### src/rtl/alu_cmd_seq.sv
// alu_cmd_seq: command-side driver for a combinational alu32. Registers one
// command's operands onto the ALU inputs and captures the result one cycle
// later into an in-order FWFT response FIFO. It also keeps a result
// accumulator that can be fed back as operand A.

package alu_pkg;
  typedef enum logic [3:0] {
    ALU_ADD  = 4'd0,
    ALU_SUB  = 4'd1,
    ALU_AND  = 4'd2,
    ALU_OR   = 4'd3,
    ALU_XOR  = 4'd4,
    ALU_SLL  = 4'd5,
    ALU_SRL  = 4'd6,
    ALU_SRA  = 4'd7,
    ALU_SLT  = 4'd8,
    ALU_SLTU = 4'd9
  } alu_op_t;
endpackage

module alu_cmd_seq
  import alu_pkg::*;
#(
  parameter int DEPTH = 4
) (
  input  logic                   clk,
  input  logic                   rst_n,
  input  logic                   cmd_valid,
  output logic                   cmd_ready,
  input  alu_op_t                cmd_op,
  input  logic [31:0]            cmd_a,
  input  logic [31:0]            cmd_b,
  input  logic                   cmd_use_acc,
  input  logic                   acc_clr,
  output logic [31:0]            alu_a,
  output logic [31:0]            alu_b,
  output alu_op_t                alu_op,
  input  logic [31:0]            alu_y,
  input  logic [3:0]             alu_flags,
  output logic                   rsp_valid,
  input  logic                   rsp_ready,
  output logic [31:0]            rsp_y,
  output logic [3:0]             rsp_flags,
  output logic [$clog2(DEPTH):0] rsp_count,
  output logic [31:0]            acc_q
);

  localparam int PTR_W = $clog2(DEPTH);
  localparam int CNT_W = PTR_W + 1;

  typedef enum logic {IDLE = 1'b0, EXEC = 1'b1} state_t;

  state_t           state;
  state_t           state_next;
  logic             push;
  logic             pop;
  logic [PTR_W-1:0] wr_ptr;
  logic [PTR_W-1:0] rd_ptr;
  logic [31:0]      mem_y     [DEPTH];
  logic [3:0]       mem_flags [DEPTH];

  assign rsp_valid = (rsp_count != '0);
  assign pop       = rsp_valid & rsp_ready;
  assign rsp_y     = rsp_valid ? mem_y[rd_ptr]     : '0;
  assign rsp_flags = rsp_valid ? mem_flags[rd_ptr] : '0;

  // Next state and handshake. New commands are admitted only while the
  // FIFO has room, so the EXEC push can never overflow.
  always_comb begin
    state_next = state;
    cmd_ready  = 1'b0;
    push       = 1'b0;
    case (state)
      IDLE: begin
        cmd_ready = (rsp_count < CNT_W'(DEPTH));
        if (cmd_valid && cmd_ready) state_next = EXEC;
      end
      EXEC: begin
        push       = 1'b1;
        state_next = IDLE;
      end
      default: state_next = IDLE;
    endcase
  end

  // State register, FIFO pointers and occupancy.
  always_ff @(posedge clk) begin
    if (!rst_n) begin
      state     <= IDLE;
      wr_ptr    <= '0;
      rd_ptr    <= '0;
      rsp_count <= '0;
    end else begin
      state <= state_next;
      if (push) wr_ptr <= wr_ptr + PTR_W'(1);
      if (pop)  rd_ptr <= rd_ptr + PTR_W'(1);
      case ({push, pop})
        2'b10:   rsp_count <= rsp_count + CNT_W'(1);
        2'b01:   rsp_count <= rsp_count - CNT_W'(1);
        default: rsp_count <= rsp_count;
      endcase
    end
  end

  // Operand registers toward alu32. They load on accept and hold otherwise.
  // Operand A taps the accumulator value from before any coincident clear.
  always_ff @(posedge clk) begin
    if (!rst_n) begin
      alu_a  <= '0;
      alu_b  <= '0;
      alu_op <= ALU_ADD;
    end else if (cmd_valid && cmd_ready) begin
      alu_a  <= cmd_use_acc ? acc_q : cmd_a;
      alu_b  <= cmd_b;
      alu_op <= cmd_op;
    end
  end

  // Accumulator takes each writeback. A clear in the same cycle wins.
  always_ff @(posedge clk) begin
    if (!rst_n) begin
      acc_q <= '0;
    end else if (acc_clr) begin
      acc_q <= '0;
    end else if (push) begin
      acc_q <= alu_y;
    end
  end

  // Response storage. Contents are only observed through the valid-gated head.
  always_ff @(posedge clk) begin
    if (push) begin
      mem_y[wr_ptr]     <= alu_y;
      mem_flags[wr_ptr] <= alu_flags;
    end
  end

endmodule

### config.mk
export PLATFORM = sky130hd
export DESIGN_NAME = alu_cmd_seq
export DESIGN_NICKNAME = d
export VERILOG_FILES = /design/src/rtl/alu_cmd_seq.sv
export SDC_FILE = /design/constraint.sdc
export NUM_CORES = 1
export LEC_CHECK = 0
export ABC_AREA = 1
export BUFFER_PORTS_ARGS = -buffer_cell sky130_fd_sc_hd__buf_2
export CORE_ASPECT_RATIO = 1.1
export CORE_MARGIN = 1.5
export CORE_UTILIZATION = 57
export DETAILED_ROUTE_END_ITERATION = 12
export GPL_TIMING_DRIVEN = 0
export PLACE_DENSITY = 0.95
export SLEW_MARGIN = 20
export SYNTH_ARGS = -nofsm -noshare
export SYNTH_HDL_FRONTEND = slang
export SYNTH_SLANG_ARGS = --single-unit
### constraint.sdc
create_clock -name clk -period 3.3 [get_ports clk]
set_input_delay 0.165 -clock clk [delete_from_list [all_inputs] [get_ports clk]]
set_output_delay 0.165 -clock clk [all_outputs]
set_load 0.01 [all_outputs]
==> results of run 1 <==
==> how the worst min path moves through the flow <==
| stage | from | endpoint | slack, ps | depth (start not counted) |
|---|---|---|---|---|
| global placement | alu_flags[3] | mem_flags[2][3]$_DFFE_PP_ | 380 | 1 |
| global route | cmd_a[23] | alu_a[23]$_SDFFE_PN0P_ | 40 | 5 |
| floorplan | alu_flags[0] | mem_flags[0][0]$_DFFE_PP_ | 260 | 0 |
| CTS | cmd_a[22] | alu_a[22]$_SDFFE_PN0P_ | 0.5 | 5 |
| detailed placement | alu_flags[0] | mem_flags[2][0]$_DFFE_PP_ | 400 | 1 |
| finish | cmd_a[22] | alu_a[22]$_SDFFE_PN0P_ | 10 | 5 |
==> cells by family after synthesis <==
kind of cell | share of synthesized area, %
AO/OA/AOI/OAI | 12.56
adder cells (fa/ha/maj) | 0.8323
buffers and inverters | 5.284
flip-flops | 65.78
AND/OR/NAND/NOR | 15.55
==> area by class of cell <==
class                   instances  area, um^2  area share (%)
plain buffers                  63       325.3           2.473
clock buffers                  29       681.9           5.185
clock inverters                16       126.4          0.9608
inverters                      53       198.9           1.513
multi-input cells             659        2872           21.83
flip-flops and latches        254        6526           49.62
well taps                     234       292.8           2.226
repair buffers                331        2130           16.19
==> placed cells by master (no fill, tap or decap), types with 13 or more instances in the layout <==
cell type        n
edfxtp_1       144
clkbuf_1        13
dlygate4sd3_1   78
clkbuf_16       26
nor2_1         287
nand2_1        111
o21ai_1         26
dfxtp_1        110
o21ai_0        150
buf_2          283
inv_1           43
a21oi_1         73
==> timing repair <==
item | CTS | global route
hold endpoints to repair | 220 | 0
hold buffers | 78 | 0
buffers inserted | 0 | 0
==> worst max-delay path: cells and delay by family (launching register included) <==
family | cells | cell delay (ps)
flops | 1 | 350
compound gates | 2 | 360
buf+inv | 3 | 790
simple gates | 1 | 110
==> sequential cells by signal, indices dropped and copies added (netlist names), named ones only <==
register   flops
rd_ptr         2
alu_b         32
alu_op         4
rsp_count      3
alu_a         32
acc_q         32
wr_ptr         2
state          1
mem_y        128
mem_flags     16
==> layer usage <==
layer | track usage [%] | routed length [um]
met5 | 0 | 0
met4 | 19.04 | 1774
met3 | 6.825 | 3414
met2 | 63.27 | 16640
met1 | 40.32 | 11150
==> stage by stage <==
step                cell area, um^2  cells  power (W)  worst slack (ps)
floorplan                      9922   1029   0.005174              1418
global placement              11460   1512   0.006087             799.7
detailed placement            11560   1516   0.006195              1206
CTS                           13150   1639   0.009031              1119
global route                  13150   1639   0.009508             933.5
finish                        13150   1639   0.009204             998.3
==> power by group <==
part           total [W]  switching, W  leakage (nW)  internal [W]
Clock            0.00283       0.00126         0.396       0.00157
Combinational    0.00265       0.00175          3.04      0.000899
Sequential       0.00372      0.000137          2.21       0.00359
Total            0.00920       0.00315          5.64       0.00606
==> metrics.md, run 1 <==
| Metric | Value |
|---|---|
| Status | `completed` |
| Crit path capture | `rsp_y[19]` |
| Crit-path cells | `buf_4, clkbuf_1, nor2_1, o21ai_0, a21oi_1, buf_2` |
| Port bufs | `249` |
| Fillers | `983` |
| Rel. slew slack | `63.60%` |
| WL/cell | `between 20 and 25 um` |
| First-pass detailed-route iteration total | `6` |
| Final hold slack | `around 14 ps` |
| Mapped Cells | `around 1,000` |
| Initial Utilization | `58.31%` |
| Synth top area share | `between 40% and 50%` |
| Root Driver | `clkbuf_16` |
| Post-synthesis sequential area ratio | `between 60% and 70%` |
| Final worst path period share | `between 60% and 70%` |
| Number of global-route vias before repair | `approximately 9,400` |
| Largest net degree at the start of global routing | `32` |
| First-pass GRT wire length | `about 50 mm` |
| Max-cap viol count | `0` |
| Die area | `roughly 0.018 mm^2` |
| Max clock buf depth | `3` |
| Worst Tran Pin Value | `546.0 ps` |
| Synth area leaders | `edfxtp_1 (44%), dfxtp_1 (22%), nor2_1 (11%)` |
| Resize count post-CTS | `0` |
| CP Data Arrival Time | `2140 ps` |
| Die W | `around 130 um` |
| Worst Reg-to-Reg Cells | `12` |
| RSZ-0062 raised after global routing | `false` |
| Gr usage total | `between 30 and 40%` |
| Nets | `1,503` |
| Gpl congestion | `just under 0.9` |
| YS warnings | `0` |
| Htree depth | `1` |
| Core Util, Final | `between 70 and 80%` |
| Post-synth EDFFs | `between 100 and 150` |
| Maximum vdd drop | `499.3 uV` |
| CTS tree | `built` |
| Top FF cell, synth | `edfxtp_1` |
| Netlist cell types | `20` |
| Synth Net Count | `1,145` |
| Later-pin clock latency in the skew report | `between 500 and 600 ps` |
| Reg2reg end | `rsp_count[2]$_SDFFE_PN0P_` |
| I/O Pins | `between 200 and 300` |
| Clk sink count | `approximately 250` |
| Max FO, Critical Path | `10` |
| Tightest Hold Check Type | `in2reg` |
| DRT Wirelength | `between 30 and 40 mm` |
| R2r startpoint | `state$_SDFF_PP0_` |
| Antenna cells | `0` |
| Top cells by count, synth | `nor2_1 (287), o21ai_0 (150), edfxtp_1 (144)` |
| Total grt overflow | `0` |
| Remaining antenna violation count | `0` |
| Number of core rows | `50` |
| Core Region | `~0.017 mm^2` |
| Drt drc | `0` |
| Clk slew on worst S/H paths | `~70 ps` |
| Setup violators final | `0` |
| CP required | `between 3000 and 4000 ps` |
| Max Transition Viols Final | `0` |
| DR iter-0 viols | `1,004` |
| Crit path max-delay cell type | `clkbuf_1` |
| Area grow syn2layout | `32.56%` |
| Pwr dens | `roughly 700 mW/mm^2` |
| Lkg Pwr | `5.645 nW` |
| Worst path max stage delay | `between 400 and 500 ps` |
| Inserted Clock Buffers | `25` |
| Die Height | `141.4 um` |
| TNS Setup | `0 ps` |
| Overall via count from detail_route | `approximately 9,400` |
| Final hold viol count | `0` |
| Type of origin of the critical path | `flip-flop` |
| R2R setup slack | `between 1000 and 1500 ps` |
| Detail Placement HPWL | `around 20 mm` |
| Minimum clock period | `between 2000 and 2500 ps` |
| Drt via density | `~5.7` |
| CP Capture Type | `output pin` |
| Synth area leader | `edfxtp_1` |
| Count leader, synth | `nor2_1` |
| Initial antenna violation count | `0` |
| Synth async-reset ratio | `0%` |
| Synth Cell Area | `slightly below 0.01 mm^2` |
| Fraction of layout cells with a size suffix above 1 | `25.41%` |
| Synth Area per Inst | `between 9 and 10 um^2` |
| Number of storage elements in the synthesis netlist | `around 250` |
| Clock skew | `between 15 and 20 ps` |
| CP Class | `reg2out` |
| FMAX | `434.5 MHz` |
No activity file was read; power rests on OpenSTA's default activity.
==> inputs of run 2 (changes only) <==
--- a/config.mk
+++ b/config.mk
@@ -9,10 +9,10 @@
 export BUFFER_PORTS_ARGS = -buffer_cell sky130_fd_sc_hd__buf_2
 export CORE_ASPECT_RATIO = 1.1
 export CORE_MARGIN = 1.5
-export CORE_UTILIZATION = 57
+export CORE_UTILIZATION = 53
 export DETAILED_ROUTE_END_ITERATION = 12
 export GPL_TIMING_DRIVEN = 0
-export PLACE_DENSITY = 0.95
+export PLACE_DENSITY = 0.92
 export SLEW_MARGIN = 20
 export SYNTH_ARGS = -nofsm -noshare
 export SYNTH_HDL_FRONTEND = slang
==> constraint.sdc (replaced) <==
create_clock -name clk -period 2.25 [get_ports clk]
set_input_delay 0.1125 -clock clk [delete_from_list [all_inputs] [get_ports clk]]
set_output_delay 0.1125 -clock clk [all_outputs]
set_load 0.01 [all_outputs]
==> run 2 against run 1 <==
Flip-flop and latch count did not move. Clock-buffer cell count is 2 lower. Non-clock buffer count grew 24. Hold slack improved by 13 ps.
==> metrics.md, run 2 (synthesis gave the netlist of run 1 again) <==
| Metric | Value |
|---|---|
| Reg area | `0.006526 mm^2 (unchanged)` |
| Max Transition Viols Final | `0 (unchanged)` |
| Die W | `133.5 um (+3.6%)` |
| Drt drc | `0 (unchanged)` |
| Die Height | `146.5 um (+3.6%)` |
| Status | `completed` |
| Remaining antenna violation count | `0 (unchanged)` |
| Worst Tran Pin Value | `570.1 ps (+24.10 ps)` |
| Pre-CTS setup slack | `161.7 ps (-1044 ps)` |
| CP Class | `reg2out` |
| Crit path max-delay cell type | `dfxtp_1` |
| Max-cap viol count | `0 (unchanged)` |
| Worst path max stage delay | `400 ps (-20 ps)` |
| Crit-path cells | `buf_6, inv_2, buf_2, nor2_1, o21ai_0, a21oi_1, buf_2` |
| Final hold viol count | `0 (unchanged)` |
| Gpl congestion | `0.9399 (+5.7%)` |
| Clk sink count | `254 (unchanged)` |
| Placed Cells | `1,525 (+0.59%)` |
| Most common cell after layout, fill and taps aside | `nor2_1` |
| Max clock buf depth | `3 (unchanged)` |
| Max FO, Critical Path | `10 (unchanged)` |
| Core Region | `0.01835 mm^2 (+7.8%)` |
| Die area | `0.01955 mm^2 (+7.4%)` |
| Crit path capture | `rsp_y[10]` |
| Gr usage total | `33.31% (-2.3 points)` |
| Nets | `1,526 (+1.5%)` |
| DR iter-0 viols | `1,097 (+9.3%)` |
| R2r startpoint | `rsp_count[2]$_SDFFE_PN0P_` |
| Htree depth | `1 (unchanged)` |
| Busiest grt layer | `met2` |
| Maximum vdd drop | `734.7 uV (+47%)` |
| FMAX | `roughly 450 MHz` |
| Global routing usage on met1 | `37.05% (-3.3 points)` |
| Tightest Hold Check Type | `in2reg` |
| Detail Placement HPWL | `20.06 mm (+1.8%)` |
| TNS Setup | `0 ps (unchanged)` |
| DRT Wirelength | `33.37 mm (+1.2%)` |
| Commonest non-fill, non-tap cells in the layout | `nor2_1 (286), buf_2 (282), o21ai_0 (150)` |
| CTS tree | `built` |
| Most used cell, CP | `buf_2` |
| R2R setup slack | `290 ps (-850 ps)` |
| Final setup margin | `12.49 ps (-985.8 ps)` |
| Number of global-route vias before repair | `9,494 (+0.68%)` |
| Pwr dens | `997.8 mW/mm^2 (+43%)` |
| Fillers | `1,130 (+15%)` |
| Rel. slew slack | `61.99% (-1.6 points)` |
| Setup violators final | `0 (unchanged)` |
| Overall via count from detail_route | `9,484 (+0.69%)` |
| Reg2reg end | `rsp_count[2]$_SDFFE_PN0P_` |
| Drt via density | `5.672 (-1.3%)` |
| Root Driver | `clkbuf_16` |
| WL/cell | `19.96 um (-0.82%)` |
| First-pass detailed-route iteration total | `7 (+1)` |
| Largest net degree at the start of global routing | `30 (-6.3%)` |
| Area grow syn2layout | `34.77%` |
| Fin cells | `1,672 (+2.0%)` |
| Initial Utilization | `54.08% (-4.2 points)` |
| Lkg Pwr | `5.737 nW (+1.6%)` |
| Final Cell Area | `0.01337 mm^2 (+1.7%)` |
| Fraction of layout cells with a size suffix above 1 | `25.21% (-0.20 points)` |
| First-pass GRT wire length | `50.40 mm (+1.9%)` |
| Final worst path period share | `around 99%` |
| Post-DP Area | `0.01156 mm^2 (about the same)` |
| Minimum clock period | `roughly 2200 ps` |
| Later-pin clock latency in the skew report | `530 ps (about the same)` |
| Number of core rows | `52 (+4.0%)` |
| Port bufs | `249 (unchanged)` |
| Final hold slack | `26.93 ps (+12.75 ps)` |
| Total grt overflow | `0 (unchanged)` |
| Clock skew | `14.55 ps (-1.224 ps)` |
| CP Capture Type | `output pin` |
| CP required | `2140 ps (-990 ps)` |
| Worst Reg-to-Reg Cells | `13 (+1)` |
| Type of origin of the critical path | `flip-flop` |
| Grt met3 use | `7.187% (+0.36 points)` |
| I/O Pins | `251 (unchanged)` |
| CP Data Arrival Time | `2130 ps (about the same)` |
| Area occupied by multi-input gates | `0.002880 mm^2 (+0.31%)` |
| Post-CTS Setup Inserts | `0 (unchanged)` |
| Clk slew on worst S/H paths | `70 ps (about the same)` |
| Inserted Clock Buffers | `24 (-4.0%)` |
| GR Util met2 | `58.08% (-5.2 points)` |
| Initial antenna violation count | `2 (+2)` |
| Max FFs per register | `128 (unchanged)` |
| Largest Register | `mem_y` |
==> run 2: worst min-delay path by stage <==
stage	from	end	slack, ps	cells after the start
CTS	cmd_a[1]	alu_a[1]$_SDFFE_PN0P_	0.2	5
finish	cmd_a[30]	alu_a[30]$_SDFFE_PN0P_	30	5
global placement	alu_flags[1]	mem_flags[0][1]$_DFFE_PP_	330	1
global route	cmd_a[30]	alu_a[30]$_SDFFE_PN0P_	40	5
detailed placement	alu_flags[2]	mem_flags[2][2]$_DFFE_PP_	340	1
floorplan	alu_flags[0]	mem_flags[0][0]$_DFFE_PP_	210	0
==> run 2: through the flow <==
step | utilization, % | power, W
2_1_floorplan | - | 0.007588
3_3_place_gp | 62.53 | 0.008968
4_1_cts | 72.82 | 0.01310
3_5_place_dp | 63.00 | 0.009112
5_1_grt | 72.88 | 0.01384
6_report | 72.88 | 0.01334
==> run 2: critical path, delay by kind of cell, from the launching register on <==
family	cells	cell delay (ps)
flip-flops	1	400
buffers and inverters	4	680
AO/OA/AOI/OAI	2	380
AND/OR/NAND/NOR	1	140
==> run 2: power breakdown <==
group          total, W  leakage, nW  switching [W]  internal (W)
sequential      0.00547         2.21       0.000211       0.00526
clock           0.00394        0.389        0.00183       0.00211
combinational   0.00393         3.14        0.00259       0.00134
total            0.0133         5.74        0.00463       0.00871
==> run 2: cell type report <==
cell class | count | share of cell area [%]
antenna | 1 | 0.01871
buffer | 62 | 2.433
clock buffer | 27 | 4.810
clock inverter | 17 | 0.9451
inverter | 53 | 1.488
multi-input combinational | 659 | 21.54
sequential | 254 | 48.81
tap | 243 | 2.274
timing repair buffer | 356 | 17.69
==> run 2: timing repair <==
item,in CTS,in global routing
setup endpoints to repair,0,11
gates resized for setup,0,8
hold endpoints to repair,246,0
hold buffers,103,0
==> run 2: layer usage <==
metal / part of all wire, % / routed length (um)
met2: 50 / 16590
met4: 6.1 / 2022
met5: 0 / 0
met3: 10 / 3362
met1: 34 / 11390
